[src/rtl/serial_twos_comp_mc.sv]
// Multi-channel word-framed serial two's complementer, LSB first.
// Mealy serial output per channel, plus registered result word and overflow.
//
// Ports:
//   clk, rst     rising-edge clock, async active-high reset
//   in_valid     per channel: bit on x_in accepted this cycle
//   x_in         per channel: serial data bit, LSB first
//   frame_start  per channel: accepted bit is bit 0 of a new word
//   neg_en       per channel: sampled on bit 0, 1 = negate the word
//   y_out        per channel: combinational result bit
//   y_valid      per channel: mirrors in_valid
//   word_done    per channel: one-cycle pulse after the MSB is accepted
//   word_out     channel c at [c*WIDTH +: WIDTH], registered result word
//   ovf          per channel: most-negative value was negated
module serial_twos_comp_mc #(
  parameter int WIDTH    = 8,
  parameter int CHANNELS = 4
) (
  input  logic                      clk,
  input  logic                      rst,
  input  logic [CHANNELS-1:0]       in_valid,
  input  logic [CHANNELS-1:0]       x_in,
  input  logic [CHANNELS-1:0]       frame_start,
  input  logic [CHANNELS-1:0]       neg_en,
  output logic [CHANNELS-1:0]       y_out,
  output logic [CHANNELS-1:0]       y_valid,
  output logic [CHANNELS-1:0]       word_done,
  output logic [CHANNELS*WIDTH-1:0] word_out,
  output logic [CHANNELS-1:0]       ovf
);

  localparam int CW = $clog2(WIDTH);
  localparam logic [CW-1:0] LAST = CW'(WIDTH - 1);

  assign y_valid = in_valid;

  for (genvar c = 0; c < CHANNELS; c++) begin : g_ch
    logic [CW-1:0]    cnt_q;
    logic             seen_q;
    logic             neg_q;
    logic [WIDTH-1:0] sh_q;
    logic [WIDTH-1:0] wo_q;
    logic             done_q;
    logic             ovf_q;
    logic             first;
    logic             seen_e;
    logic             neg_e;
    logic             last;
    logic             y;
    logic [WIDTH-1:0] nxt;

    always_comb begin
      first  = frame_start[c] | (cnt_q == '0);
      seen_e = first ? 1'b0 : seen_q;
      neg_e  = first ? neg_en[c] : neg_q;
      // bits after the first 1 are inverted when negating
      y      = in_valid[c] & (x_in[c] ^ (neg_e & seen_e));
      // a frame_start forces index 0, which is never the MSB
      last   = ~frame_start[c] & (cnt_q == LAST);
    end

    assign nxt = {y, sh_q[WIDTH-1:1]};

    always_ff @(posedge clk or posedge rst) begin
      if (rst) begin
        cnt_q  <= '0;
        seen_q <= 1'b0;
        neg_q  <= 1'b0;
        sh_q   <= '0;
        wo_q   <= '0;
        done_q <= 1'b0;
        ovf_q  <= 1'b0;
      end else begin
        done_q <= 1'b0;
        if (in_valid[c]) begin
          neg_q <= neg_e;
          sh_q  <= nxt;
          if (last) begin
            cnt_q  <= '0;
            seen_q <= 1'b0;
            wo_q   <= nxt;
            done_q <= 1'b1;
            // only 100..0 has no 1 below the MSB
            ovf_q  <= neg_e & ~seen_e & x_in[c];
          end else begin
            cnt_q  <= frame_start[c] ? CW'(1) : cnt_q + CW'(1);
            seen_q <= seen_e | x_in[c];
          end
        end
      end
    end

    assign y_out[c]                 = y;
    assign word_done[c]             = done_q;
    assign ovf[c]                   = ovf_q;
    assign word_out[c*WIDTH+:WIDTH] = wo_q;
  end

endmodule

[config.mk]
export PLATFORM = sky130hd
export DESIGN_NAME = serial_twos_comp_mc
export DESIGN_NICKNAME = d
export VERILOG_FILES = /design/src/rtl/serial_twos_comp_mc.sv
export SDC_FILE = /design/constraint.sdc
export NUM_CORES = 1
export LEC_CHECK = 0
export ABC_AREA = 1
export CAP_MARGIN = 30
export CORE_ASPECT_RATIO = 1.5
export CORE_MARGIN = 1
export CORE_UTILIZATION = 55
export CTS_BUF_LIST = sky130_fd_sc_hd__clkbuf_8
export DETAILED_ROUTE_END_ITERATION = 8
export PLACE_DENSITY = 0.82
export RECOVER_POWER = 50
export SETUP_SLACK_MARGIN = 0.4
export SLEW_MARGIN = 20
export SYNTH_ARGS = -nofsm -noshare
export SYNTH_HDL_FRONTEND = slang
export SYNTH_SLANG_ARGS = --single-unit
[constraint.sdc]
create_clock -name clk -period 4.35 [get_ports clk]
set_input_delay 1.0875 -clock clk [delete_from_list [all_inputs] [get_ports clk]]
set_output_delay 1.0875 -clock clk [all_outputs]
set_load 0.01 [all_outputs]
==> qor.yml <==
power_and_ir_drop:
  p_per_area_nw_per_um2: 421.8
  p_leak_nw: 2.207
  vdd_drop_max_mv: 0.2739
timing:
  layout_min_cycle_time_ps: 3991
  hold_violations: 0
  post-route-period-util_pct: 91.76
  finalSetupViolCount: 0
  max_slew.worst_pin.slew_ps: 2475
  clock-skew-final_ps: 7.852
  clock.fmax_ghz: 0.2505
  drv_slew: 68
  tns_ps: 0
  rsz0062_at_grt: "no"
  setup_slack_ps: 358.6
  slew-limit-headroom_pct: -65.17
global_routing:
  grt_usage_pct: 20.16
  antenna_found_initial: 0
  grt_pass1_wl_mm: 11.63
  grt_max_degree: 68
  grt_overflow: 0
  grt_pass1_vias: 2728
floorplan:
  rows: 37
  die_area_sq_um: 7341
  die_x_microns: 70.29
  fp.dieH_microns: 104.4
  core_sq_um: 6805
  ios: 66
  start_util_pct: 56.54
critical_path:
  critPathLaunchType: "input pin"
  crit_required_ps: 3260
  reg2reg_depth: 7
  path_class: "in2out"
  r2r_start: "g_ch[0].cnt_q[0]"
  rrSetupSlack_ps: 2750
  crit_arrival_ps: 2900
  crit_fanout: 23
  worstReg2RegEnd: "g_ch[0].seen_q"
  end_kind: "output port"
cts:
  post_cts_resize_count: 0
  clkLatencyLatePin_ps: 360
  numCtsBuffers: 9
  cts_tree: "done"
  ctsHoldBuffers: 0
  path_clk_slew_ps: 80
  clockBufferDepth: 2
  cts_root_buf: "clkbuf_8"
  htree_num_levels: 3
  cts_setup_buffers: 0
  clock_sinks: 88
logic_synthesis:
  yosysWarnings: 0
  yosysMostFrequentCell: "nand2_1"
  ys_ff_latch: 88
  yosysSeqAreaShare_pct: 57.24
  syn-num-nets: 443
  ys_async_sr_fraction_pct: 100.0
  synth_flop_cell: "dfrtp_1"
  synth_edf_count: 0
  synth_common_cells: "nand2_1, dfrtp_1, inv_1, o21ai_0, o21ai_1"
  yosys-top-cells-area: "dfrtp_1, nand2_1, inv_1"
  synth_top_area_cell: "dfrtp_1"
  avgSynthCellArea_sq_um: 9.316
  synth.distinct_cells: 21
  synth_area_sq_um: 3847
  syn_inst: 413
  synth_top_area_share_pct: 57.24
worst_hold_path:
  holdPathStages: 2
  hp-start: "g_ch[2].wo_q[5]"
  holdPathEnd: "g_ch[2].wo_q[5]"
  hold_class: "reg2reg"
detailed_routing:
  drc: 2
  avgRoutedWirePerCell_microns: 12.26
  num_vias: 2800
  viasPerCell: 5.100
  dr.first_iter.drc_count: 189
  drtPass1Iterations: 6
  drtAntennaViolNets: 0
  drt_wl_total_mm: 6.733
place:
  dp_hpwl_mm: 4.733
  pre_cts_ws_ps: 499.9
  port_buffers: 65
  place.gp.congestion: 0.8203
layout:
  nets: 496
  seqCellArea_sq_um: 2202
  fillerInstances: 547
  drive_gt1_share_pct: 8.493
  multi_input_area_sq_um: 1207
  syn_to_final_growth_pct: 20.13
  diodes: 0
status:
  status: "finished with violations"
  failed_checks: "DRC, capacitance limit, slew limit"
job:
  max-cap-violations: 1
[power by group]
group          total, W  internal (W)  switching, W  leakage (nW)
Combinational  0.000392      0.000188      0.000204         0.949
Clock          0.000557      0.000266      0.000291         0.103
Sequential      0.00100      0.000934     0.0000657          1.15
[registers in the layout, summed over array words and instances, names as in the netlist]
name and count:
g_ch.wo_q 32, g_ch.sh_q 28, g_ch.cnt_q 12, g_ch.done_q 4
g_ch.neg_q 4, g_ch.ovf_q 4, g_ch.seen_q 4
[critical path, cell delays in order]
cell and delay [ps]:
clkdlybuf4s50_1 480, clkbuf_1 650, clkdlybuf4s50_1 680
[logic make-up (layout without fill, tap and decap cells)]
family,after synthesis,after routing,share of synthesized area (%)
compound gates,90,90,13.56
fa+ha+maj,12,12,3.902
buf+inv,93,151,11.25
flops,88,88,57.24
simple gates,130,130,14.05
[final cells by class]
type                       instances  share of cell area, %
tap                               78                  2.112
timing repair buffer              70                  14.62
clock inverter                     7                  1.543
clock buffer                       9                  2.680
inverter                          65                  5.279
multi-input combinational        232                  26.12
sequential                        88                  47.64
[placed cells by master, fill, tap and decap left out]
| cell | count |
|---|---|
| a31oi_1 | 2 |
| clkbuf_8 | 9 |
| o21ai_2 | 12 |
| nand3_1 | 22 |
| o22ai_1 | 8 |
| inv_1 | 55 |
| buf_4 | 1 |
| nor2_1 | 5 |
| clkinv_2 | 3 |
| bufinv_16 | 1 |
| o21ai_0 | 39 |
| inv_2 | 8 |
| clkinv_1 | 2 |
| dfrtp_1 | 88 |
| o21ai_1 | 24 |
| ha_1 | 12 |
| a21oi_2 | 1 |
| inv_6 | 1 |
| dlygate4sd3_1 | 4 |
| o211ai_1 | 4 |
| dlymetal6s2s_1 | 1 |
| clkdlybuf4s50_1 | 60 |
| nand2_1 | 97 |
| clkinv_4 | 2 |
| nand4_1 | 4 |
| clkbuf_1 | 4 |
| nor2_2 | 1 |
| nor2_4 | 1 |
[per-stage QoR]
stage | hold WS (ps) | std cells | area, sq um | utilization (%) | total power (W)
after global routing | 509.7 | 549 | 4622 | 67.92 | 0.002066
after detailed placement | 469.5 | 533 | 4449 | 65.38 | 0.001416
after floorplan | 449.8 | 413 | 3847 | - | 0.001238
final | 488.9 | 549 | 4622 | 67.92 | 0.001949
after global placement | 461.5 | 533 | 4446 | 65.32 | 0.001394
after CTS | 493.7 | 549 | 4644 | 68.25 | 0.001980
[how the worst max path moves through the flow]
stage                        start          endpoint  slack, ps  cells after the start
CTS                 frame_start[2]          y_out[2]        490                      9
global route           in_valid[0]        y_valid[0]        250                      3
detailed placement  frame_start[2]          y_out[2]        500                      9
floorplan                      rst  g_ch[0].cnt_q[0]        980                      1
finish                 in_valid[0]        y_valid[0]        360                      3
global placement    frame_start[2]          y_out[2]        560                      9
[per-layer routing]
| metal | global-route usage [%] | vias to the layer above | routed length [microns] |
|---|---|---|---|
| met5 | 0 | - | 0 |
| met4 | 10.86 | 0 | 152 |
| met3 | 4.360 | 9 | 245 |
| met2 | 34.08 | 61 | 3433 |
| met1 | 23.50 | 1314 | 2901 |
| li1 | - | 1416 | - |
Power figures use the tool's default switching activity.
